### config.mk
export PLATFORM = sky130hd
export DESIGN_NAME = noc_credit_tx
export DESIGN_NICKNAME = d
export VERILOG_FILES = /design/src/rtl/noc_credit_tx.sv
export SDC_FILE = /design/constraint.sdc
export NUM_CORES = 1
export LEC_CHECK = 0
export ABC_AREA = 0
export BUFFER_PORTS_ARGS = -buffer_cell sky130_fd_sc_hd__buf_2
export CORE_MARGIN = 5
export CORE_UTILIZATION = 30
export CTS_CLUSTER_SIZE = 25
export DETAILED_ROUTE_END_ITERATION = 8
export HOLD_SLACK_MARGIN = 0.08
export PLACE_DENSITY = 0.53
export SLEW_MARGIN = 10
export SYNTH_ARGS = -nofsm -noshare
export SYNTH_HDL_FRONTEND = slang
export SYNTH_SLANG_ARGS = --single-unit
### constraint.sdc
create_clock -name clk -period 3.5 [get_ports clk]
set_input_delay 0.175 -clock clk [delete_from_list [all_inputs] [get_ports clk]]
set_output_delay 0.175 -clock clk [all_outputs]
set_load 0.05 [all_outputs]
### src/rtl/noc_credit_tx.sv
// Credit-based flit sender: a 2-entry skid buffer feeding a registered output stage.
// A flit goes downstream only while credits remain for the downstream buffer.
module noc_credit_tx #(
    parameter int  FLIT_WIDTH = 32,
    parameter int  CREDITS    = 17,
    localparam int CW         = $clog2(CREDITS + 1)
) (
    input  logic                  clk,
    input  logic                  rst,
    input  logic [FLIT_WIDTH-1:0] in_flit,
    input  logic                  in_last,
    input  logic                  in_valid,
    output logic                  in_ready,
    output logic [FLIT_WIDTH-1:0] out_flit,
    output logic                  out_last,
    output logic                  out_valid,
    input  logic                  credit_in,
    output logic [CW-1:0]         credits,
    output logic                  pkt_active,
    output logic                  credit_err
);

    localparam int           EW          = FLIT_WIDTH + 1;
    localparam logic [CW-1:0] CREDITS_MAX = CW'(CREDITS);

    typedef enum logic {
        IDLE   = 1'b0,
        IN_PKT = 1'b1
    } pkt_state_t;

    // Skid buffer state
    logic          wr_ptr_reg;
    logic          rd_ptr_reg;
    logic [1:0]    count_reg;
    logic [1:0]    count_next;
    logic [EW-1:0] entry_data [2];
    logic [EW-1:0] head_data;

    // Output stage and credit state
    logic [FLIT_WIDTH-1:0] out_flit_reg;
    logic                  out_last_reg;
    logic                  out_valid_reg;
    logic [CW-1:0]         credits_reg;
    logic [CW-1:0]         credits_next;
    logic                  credit_err_reg;
    pkt_state_t            state_reg;
    pkt_state_t            state_next;

    logic accept;
    logic send;

    // in_ready looks only at the skid occupancy, never at the credit counter.
    assign in_ready = (count_reg != 2'd2);
    assign accept   = in_valid & in_ready;
    assign send     = (count_reg != 2'd0) & (credits_reg != '0);

    generate
        for (genvar gi = 0; gi < 2; gi++) begin : g_entry
            logic [EW-1:0] data_reg;

            always_ff @(posedge clk or posedge rst) begin
                if (rst) begin
                    data_reg <= '0;
                end else if (accept && (wr_ptr_reg == 1'(gi))) begin
                    data_reg <= {in_last, in_flit};
                end
            end

            assign entry_data[gi] = data_reg;
        end
    endgenerate

    assign head_data = rd_ptr_reg ? entry_data[1] : entry_data[0];

    always_comb begin
        count_next = count_reg;
        case ({accept, send})
            2'b10:   count_next = count_reg + 2'd1;
            2'b01:   count_next = count_reg - 2'd1;
            default: count_next = count_reg;
        endcase
    end

    always_ff @(posedge clk or posedge rst) begin
        if (rst) begin
            wr_ptr_reg <= 1'b0;
            rd_ptr_reg <= 1'b0;
            count_reg  <= 2'd0;
        end else begin
            if (accept) begin
                wr_ptr_reg <= ~wr_ptr_reg;
            end
            if (send) begin
                rd_ptr_reg <= ~rd_ptr_reg;
            end
            count_reg <= count_next;
        end
    end

    always_ff @(posedge clk or posedge rst) begin
        if (rst) begin
            out_flit_reg  <= '0;
            out_last_reg  <= 1'b0;
            out_valid_reg <= 1'b0;
        end else begin
            out_valid_reg <= send;
            if (send) begin
                out_flit_reg <= head_data[FLIT_WIDTH-1:0];
                out_last_reg <= head_data[EW-1];
            end
        end
    end

    // A credit returned while full saturates the counter and is flagged.
    always_comb begin
        credits_next = credits_reg;
        if (send && !credit_in) begin
            credits_next = credits_reg - CW'(1);
        end else if (credit_in && !send && (credits_reg != CREDITS_MAX)) begin
            credits_next = credits_reg + CW'(1);
        end
    end

    always_ff @(posedge clk or posedge rst) begin
        if (rst) begin
            credits_reg    <= CREDITS_MAX;
            credit_err_reg <= 1'b0;
        end else begin
            credits_reg <= credits_next;
            if (credit_in && !send && (credits_reg == CREDITS_MAX)) begin
                credit_err_reg <= 1'b1;
            end
        end
    end

    always_ff @(posedge clk or posedge rst) begin
        if (rst) begin
            state_reg <= IDLE;
        end else begin
            state_reg <= state_next;
        end
    end

    always_comb begin
        state_next = state_reg;
        if (send) begin
            case (state_reg)
                IDLE:    state_next = head_data[EW-1] ? IDLE : IN_PKT;
                IN_PKT:  state_next = head_data[EW-1] ? IDLE : IN_PKT;
                default: state_next = IDLE;
            endcase
        end
    end

    assign out_flit   = out_flit_reg;
    assign out_last   = out_last_reg;
    assign out_valid  = out_valid_reg;
    assign credits    = credits_reg;
    assign pkt_active = (state_reg == IN_PKT);
    assign credit_err = credit_err_reg;

endmodule
==> results of run 1 <==
report_power, final:
group / switching, W / internal (W) / leakage, nW
Combinational: 0.00178 / 0.00115 / 1.21
Clock: 0.000444 / 0.000645 / 0.157
Sequential: 0.000468 / 0.00198 / 1.31
synth_stat cells:
library cell,count
buf_4,4
nand2b_1,1
nor2_2,1
o22ai_2,1
ha_1,3
nand3_1,2
o21ai_0,29
nor4b_1,1
or4_4,1
o311ai_1,1
xnor2_1,7
o21ba_2,1
mux2i_1,34
mux2_1,2
o31ai_4,1
o21ai_4,1
a41o_1,1
buf_2,9
o21a_1,1
dfrtp_1,109
nor2_1,4
nand2_1,37
mux2_2,66
o221ai_1,1
and3_1,1
buf_6,1
inv_1,3
and3b_1,1
nand3b_1,1
nor3_2,1
xor2_1,3
clkbuf_1,8
inv_2,1
o31ai_1,2
nor3b_1,1
o211ai_1,1
a21oi_1,2
o21ai_1,6
dfstp_2,2
per-layer routing:
| layer | vias up | track usage (%) | part of all wire (%) |
|---|---|---|---|
| met3 | 12 | 2.496 | 4.0 |
| met4 | 0 | 4.581 | 1.8 |
| met1 | 1467 | 14.36 | 47 |
| met5 | - | 0 | 0 |
| li1 | 1443 | - | - |
| met2 | 52 | 17.84 | 47 |
cell type report:
class	instances	area (um2)
clock buffer	12	246.5
clock inverter	4	70.07
multi-input combinational	215	1790
timing repair buffer	117	780.7
tap	211	264.0
inverter	4	17.52
fill	1508	9308
sequential	111	2781
logic make-up after synthesis:
logic type               Yosys count  share of synthesized area (%)
adder cells (fa/ha/maj)            3                         0.8018
AND/OR/NAND/NOR                   52                          5.051
XOR/XNOR                          10                          1.871
buffers and inverters             26                          2.806
AO/OA/AOI/OAI                     48                          6.467
flip-flops                       111                          59.38
multiplexers                     102                          23.62
through the flow:
step | util, % | hold slack (ns) | std cells | setup slack [ns]
final | 39.00 | 0.2242 | 674 | 1.027
after detailed placement | 34.69 | 0.3320 | 624 | 1.026
after floorplan | - | 0.3256 | 352 | 0.3977
after global routing | 39.00 | 0.2231 | 674 | 0.8544
after global placement | 34.69 | 0.3181 | 624 | 1.093
after CTS | 39.00 | 0.2130 | 674 | 1.003
what timing repair did:
item                       in CTS  in global routing
hold buffers                   34                  0
setup endpoints to repair       0                  0
hold endpoints to repair      116                  0
final timing paths:
path | end | slack [ns] | cells past startpoint
max reg2reg | credits[4] | 1.03 | 8
max in group asynchronous | credits[0] | 2.24 | 4
min in group asynchronous | out_flit[13] | 0.47 | 3
max | credits[4] | 1.03 | 8
min reg2reg | out_flit[0] | 0.47 | 2
min | wr_ptr_reg | 0.22 | 3
worst min-delay path: stages:
cell	delay [ns]
buf_2	0.11
nand2_1	0.15
xnor2_1	0.09
==> metrics.csv, run 1 <==
metric,value,unit
cts_tree,done,
ir_drop,430.4,uV
core_area,15260,um2
clock.fmax,404.4,MHz
die-area,18200,um2
num_antenna_cells,0,
skew,0.006263,ns
die_x,134.9,um
ant_nets,0,
vias,2974,
setup_violations,0,
worst_pin_slew,0.9577,ns
cts_made_buffers,9,
worst_path_most_repeated_cell,xnor2_1,
drive_gt1_share,38.23,%
syn-cell-area,4682,um2
dpl.hpwl,6.059,mm
grt_usage,11.06,%
worstPathCellList,"or4_4, o21ai_4, xnor2_1, ha_1, o31ai_1, nor3b_1, o221ai_1, xnor2_1",
initial_core_util,30.68,%
grt_pass1_wl,15.93,mm
critPathMaxFanout,9,
synthTopCellsByArea,"dfrtp_1, mux2_2, mux2i_1, o21ai_0, nand2_1",
antenna_found_initial,0,
cts-root-buf,clkbuf_16,
cts_resized,0,
max-slew-margin-rel,36.08,%
cts_setup_buffers,0,
routed_via_density,4.412,
worstSetupStartpoint,credits[1],
synth_fp_nets,392,
power_density,1087,nW/um2
max_cap_viol_count,0,
p_leak,2.677,nW
grt_overflow,0,
synth_cells,352,
hold_viol,0,
crit_type,register to register,
rows,45,
arrival,2.74,ns
wirelength,9.336,mm
finalSetupTns,0,ns
synth_top_cell_by_area,dfrtp_1,
grt_pass1_vias,3177,
crit_path_start_kind,register,
ys_warn_count,0,
clockBufferDepth,2,
final_cell_mix,"dfrtp_1, buf_2, mux2_2, nand2_1",
synth_cell_type_count,39,
avgSynthCellArea,13.30,um2
worstReg2RegStart,credits[1],
placed_area,5294,um2
cts_sinks,111,
wl_per_cell,13.85,um
critPathMaxStageDelay,0.64,ns
crit_required,3.77,ns
worst-path-buf-inv,0,
ys_seq_area_share,59.38,%
cp_top_family,simple AND/OR/NAND/NOR gates,
dr.first_iter.drc_count,130,
fin_area,5951,um2
hp-class,input pin to register,
synth_top_area_share,58.26,%
status,"finished, final reports clean",
slowest_stage,or4_4,
power,0.006466,W
gp_congestion,0.7097,
clkLatencyLatePin,0.34,ns
drc,0,
largest_reg_flops,66,
area_growth,27.10,%
path_clk_slew,0.07,ns
h-tree-depth,3,
final_max_slew_viol_count,0,
rsz0062_at_grt,no,
crit_path_end_kind,register,
period_needed,2.473,ns
nets,498,
portBuffers,78,
hold_start,in_valid,
grt_max_degree,60,
synth-seq-cells,111,
dieHeight,134.9,um
num_io_pins,79,
first_pass_iters,4,
final_common_cell,dfrtp_1,
post-route-period-util,70.66,%
Note: power is estimated with default switching activity, not from simulation.
==> inputs of run 2 (changes only) <==
- clock period: 3.5 -> 2.3 ns (I/O delays scaled with it)
==> run 2 against run 1 <==
Net effect:
- die area did not move
- largest power group unchanged
- combinational power up 68%
- clock power up 54%
- first-iteration DRC count down 0.77%
- power increased by 57%
- worst hold slack worse by 0.061 ns
- via count up 2.6%
- sequential power up 46%
- cell count increased by 1.5%
- sequential share of layout area down 1.1 points
- critical path depth stayed put
==> metrics.csv, run 2 (same netlist as run 1, synthesis figures left out) <==
metric,value,unit,change
final_common_cell,dfrtp_1,,
worst_pin_slew,0.5889,ns,-0.3688 ns
path_depth,8,,unchanged
crit_required,2.57,ns,-1.20 ns
wl_per_cell,14.41,um,+4.0%
clkLatencyLatePin,0.35,ns,about the same
first_pass_iters,4,,unchanged
ir_drop,624.8,uV,+45%
final.setup.worst_slack,0.02105,ns,-1.006 ns
reg2reg_depth,8,,unchanged
die-area,18200,um2,unchanged
pre_cts_ws,-0.09003,ns,-1.116 ns
antenna_found_initial,0,,unchanged
skew,0.006061,ns,-0.0002022 ns
period_needed,2.279,ns,-0.1940 ns
r2r-end,credits[4],,
portBuffers,78,,unchanged
arrival,2.55,ns,-0.19 ns
setup_violations,0,,unchanged
clockBufferDepth,2,,unchanged
status,"finished, final reports clean",,
num_antenna_cells,0,,unchanged
h-tree-depth,3,,unchanged
post-route-period-util,99.08,%,+28 points
grt_pass1_vias,3205,,+0.88%
crit_path_end_kind,register,,
nets,508,,+2.0%
cts_made_buffers,9,,unchanged
r2r_slack,0.02,ns,-1.01 ns
hp-class,input pin to register,,
grt_usage,11.38,%,+0.33 points
ant_nets,0,,unchanged
dr.first_iter.drc_count,129,,-0.77%
final_max_slew_viol_count,0,,unchanged
max_cap_viol_count,0,,unchanged
crit_type,register to register,,
gp_congestion,0.7717,,+8.7%
core_area,15260,um2,unchanged
routed_via_density,4.462,,+1.1%
p_leak,2.728,nW,+1.9%
worstReg2RegStart,credits[4],,
initial_core_util,30.68,%,unchanged
cts_sinks,111,,unchanged
worstPathCellList,"or4_4, o21ai_4, inv_1, ha_2, o31ai_4, and3b_1, o221ai_2, xnor2_1",,
critical_path.endpoint,credits[4],,
largest_reg_flops,66,,unchanged
worstSetupStartpoint,credits[4],,
critPathMaxFanout,4,,-5
grt_pass1_wl,16.37,mm,+2.8%
cts-root-buf,clkbuf_16,,
hold_viol,0,,unchanged
rsz0062_at_grt,yes,,
drc,0,,unchanged
area_growth,30.41,%,
num_io_pins,79,,unchanged
grt_overflow,0,,unchanged
clock.fmax,438.8,MHz,+8.5%
cp_top_family,simple AND/OR/NAND/NOR gates,,
dpl.hpwl,6.150,mm,+1.5%
worst-path-buf-inv,1,,+1
final_cell_mix,"dfrtp_1, buf_2, mux2_2, nand2_1",,
grt_max_degree,112,,+87%
rows,45,,unchanged
cts_tree,done,,
dieHeight,134.9,um,unchanged
power_density,1665,nW/um2,+53%
hold_slack,0.1631,ns,-0.06109 ns
crit_path_start_kind,register,,
critPathMaxStageDelay,0.55,ns,-0.09 ns
vias,3052,,+2.6%
slowest_stage,or4_4,,
drive_gt1_share,41.01,%,+2.8 points
path_clk_slew,0.07,ns,about the same
wirelength,9.856,mm,+5.6%
max-slew-margin-rel,60.74,%,+25 points
die_x,134.9,um,unchanged
[run 2: cell types whose count changed in the layout (fill, tap and decap cells not counted), moves of 2 or more]
cell	before	now
clkinvlp_4	0	2
ha_2	0	2
buf_12	1	4
dfrtp_1	108	105
ha_1	3	1
clkinv_2	2	0
dfrtp_2	1	4
buf_4	4	11
[run 2: tightest hold or removal path, stage by stage]
cell     delay, ns
buf_2         0.11
nand2_1       0.16
xnor2_1       0.08
[run 2: worst min-delay path by stage]
stage,start,to,slack [ns],cells after the start
CTS,in_valid,wr_ptr_reg,0.15,3
detailed placement,rst,out_flit[24],0.35,3
global placement,rst,out_flit[24],0.34,3
floorplan,in_flit[0],g_entry[1].data_reg[0],0.27,1
global route,in_valid,wr_ptr_reg,0.16,3
finish,in_valid,wr_ptr_reg,0.16,3
[run 2: through the flow]
step           power (W)  cells  area, um2  utilization, %  TNS (ns)
6_report         0.01017    684       6106           40.02         0
5_1_grt          0.01088    684       6106           40.02  -0.08820
4_1_cts          0.01027    684       6080           39.84         0
3_5_place_dp    0.008477    633       5409           35.45  -0.09003
3_3_place_gp    0.008333    633       5409           35.45         0
2_1_floorplan   0.007271    352       4695               -  -0.07585
[run 2: power breakdown]
part / leakage [nW] / internal (W) / switching, W
sequential: 1.31 / 0.00301 / 0.000556
clock: 0.150 / 0.000987 / 0.000691
combinational: 1.27 / 0.00194 / 0.00298
[run 2: area by class of cell]
class                      instances  area (um2)
clock inverter                     3       67.56
multi-input combinational        215        1827
sequential                       111        2785
tap                              211       264.0
timing repair buffer             127       893.4
fill                            1504        9153
clock buffer                      13       250.2
inverter                           4       18.77
[run 2: routing by layer]
metal | global-route usage (%) | share of wire (%)
met5 | 0 | 0
met4 | 5.204 | 2.0
met3 | 2.571 | 3.8
met2 | 18.23 | 48
met1 | 14.69 | 47
[run 2: what timing repair did]
action | in CTS | in global routing
buffers inserted | 1 | 0
hold buffers | 34 | 0
setup endpoints to repair | 1 | 1
gates resized for setup | 1 | 5
hold endpoints to repair | 175 | 0
gates cloned | 0 | 0
pin swaps | 1 | 1
==> inputs of run 3 (changes only) <==
- BUFFER_PORTS_ARGS: -buffer_cell sky130_fd_sc_hd__buf_2 -> -buffer_cell sky130_fd_sc_hd__buf_4
==> run 3 against run 2 <==
Net effect:
- cell count grew 0.29%
- critical path depth is the same
- design area grew 4.0%
- fmax grew 0.30%
- critical endpoint unchanged
- highest routed layer unchanged
==> metrics.csv, run 3 (same netlist as run 1, synthesis figures left out) <==
metric,value,unit,change
status,"finished, final reports clean",,
combPwrFrac,49.3,%,+0.9 points
dpl.hpwl,6.496,mm,+5.6%
nets,509,,+0.20%
clock.fmax,440.1,MHz,+0.30%
critical_path.endpoint,credits[4],,
whs_path_depth,2,,-1
path_depth,8,,unchanged
grt_max_degree,48,,-57%
instances_no_fill,686,,+0.29%
ant_nets,0,,unchanged
wl_per_cell,14.61,um,+1.4%
wl_met1,4.469,mm,-2.6%
routed_via_density,4.446,,-0.36%
critPathMaxFanout,4,,unchanged
power.switching,0.004258,W,+0.80%
highest_layer,met4,,
drive_gt1_share,41.56,%,+0.55 points
clkLatencyLatePin,0.35,ns,about the same
crit_path_end_kind,register,,
num_io_pins,79,,unchanged
drc,0,,unchanged
grt_usage,11.71,%,+0.33 points
cts_made_buffers,9,,unchanged
grt_overflow,0,,unchanged
cts-root-buf,clkbuf_16,,
worst-path-buf-inv,0,,-1
ir_drop,750.8,uV,+20%
hold_viol,0,,unchanged
die_x,134.9,um,unchanged
met3_length,516,um,+39%
skew,0.004415,ns,-0.001645 ns
first_pass_iters,4,,unchanged
crit_path_start_kind,register,,
worstReg2RegStart,credits[4],,
antenna_found_initial,1,,+1
p_leak,2.816,nW,+3.2%
arrival,2.55,ns,about the same
worst_path_most_repeated_cell,xnor2_1,,
path_clk_slew,0.07,ns,about the same
cts_tree,done,,
crit_required,2.58,ns,about the same
vias,3050,,-0.066%
dieHeight,134.9,um,unchanged
final_common_cell,dfrtp_1,,
dr.first_iter.drc_count,106,,-18%
final_max_slew_viol_count,0,,unchanged
max-slew-margin-rel,50.58,%,-10 points
grt_pass1_vias,3224,,+0.59%
placed_area,5624,um2,+4.0%
portBuffers,78,,unchanged
worstPathCellList,"or4_4, o21ai_4, xnor2_1, ha_2, o31ai_4, nor3b_2, o221ai_2, xnor2_1",,
worst_pin_slew,0.7398,ns,+0.1509 ns
final_core_util,41.60,%,+1.6 points
wirelength,10.02,mm,+1.7%
switching_share,40.50,%,-1.1 points
post-route-period-util,98.79,%,-0.30 points
slowest_stage,or4_4,,
num-fill-cells,1461,,-2.9%
largest_reg_flops,66,,unchanged
initial_core_util,30.68,%,unchanged
cts_sinks,111,,unchanged
cp_top_family,simple AND/OR/NAND/NOR gates,,
gp_congestion,0.7320,,-5.1%
core_area,15260,um2,unchanged
routed-wl-met2,4.917,mm,+4.8%
final_cell_mix,"dfrtp_1, buf_4, mux2_2, nand2_1",,
p_clk_share,16.7,%,+0.2 points
die-area,18200,um2,unchanged
r2r-end,credits[4],,
p_seq_share,34.0,%,-1.1 points
period_needed,2.272,ns,-0.006888 ns
clockBufferDepth,2,,unchanged
power_density,1657,nW/um2,-0.49%
r2r_slack,0.03,ns,about the same
reg2reg_depth,8,,unchanged
dp.cells,634,,+0.16%
setup_violations,0,,unchanged
fin_area,6347,um2,+4.0%
crit_type,register to register,,
h-tree-depth,3,,unchanged
critPathMaxStageDelay,0.56,ns,about the same
max_cap_viol_count,0,,unchanged
area_growth,35.57,%,
internal-power,0.006257,W,+5.3%
rows,45,,unchanged
rsz0062_at_grt,yes,,
hp-class,input pin to register,,
worstSetupStartpoint,credits[4],,
grt_pass1_wl,16.74,mm,+2.3%
run 3: cell types whose count changed in the layout (fill, tap and decap cells not counted), sizes merged:
cell	delta
clkinvlp	-1
clkbuf	-3
clkinv	+3
buf	+1
bufinv	+1
diode	+1
run 3: per-layer routing:
metal,up-vias,track usage (%)
met4,0,3.394
met5,-,0
met2,54,19.15
met1,1522,14.69
li1,1464,-
met3,10,4.061
run 3: worst min path at each step:
stage                     slack [ns]                       to  startpoint
final                           0.12               credit_err   credit_in
after global routing            0.13               credit_err   credit_in
after CTS                        0.1               credit_err   credit_in
after detailed placement        0.29  g_entry[1].data_reg[19]         rst
after global placement          0.28  g_entry[0].data_reg[19]         rst
after floorplan                 0.27   g_entry[1].data_reg[0]  in_flit[0]
run 3: final cells by class:
class | instances | area (um2) | area share (%)
multi-input combinational | 215 | 1831 | 28.84
sequential | 111 | 2785 | 43.88
antenna | 1 | 2.502 | 0.03942
clock buffer | 10 | 229.0 | 3.607
clock inverter | 6 | 108.9 | 1.715
tap | 211 | 264.0 | 4.159
inverter | 4 | 18.77 | 0.2957
timing repair buffer | 128 | 1109 | 17.46
run 3: power groups by stage:
stage / combinational [W] / sequential [W] / clock (W)
finish: 0.00518 / 0.00358 / 0.00175
CTS: 0.00519 / 0.00359 / 0.00183
global placement: 0.00502 / 0.00356 / 0
global route: 0.00559 / 0.00371 / 0.00190
detailed placement: 0.00512 / 0.00363 / 0
floorplan: 0.00255 / 0.00472 / 0
run 3: through the flow:
step | worst slack (ns) | power [W] | setup TNS (ns) | hold slack [ns]
CTS | 0.02385 | 0.01061 | 0 | 0.09887
finish | 0.02793 | 0.01052 | 0 | 0.1184
global route | -0.09711 | 0.01121 | -0.09711 | 0.1344
floorplan | -0.07585 | 0.007271 | -0.07585 | 0.2656
global placement | 0.09830 | 0.008583 | 0 | 0.2822
detailed placement | -0.03864 | 0.008751 | -0.03864 | 0.2927
run 3: repair_timing:
| action | 4_1_cts | 5_1_grt |
|---|---|---|
| setup buffers | 0 | 1 |
| endpoints found under the hold margin | 94 | 0 |
| pin swaps | 1 | 2 |
| hold buffers | 34 | 0 |
| resized for setup | 1 | 4 |
| setup endpoints to repair | 1 | 1 |
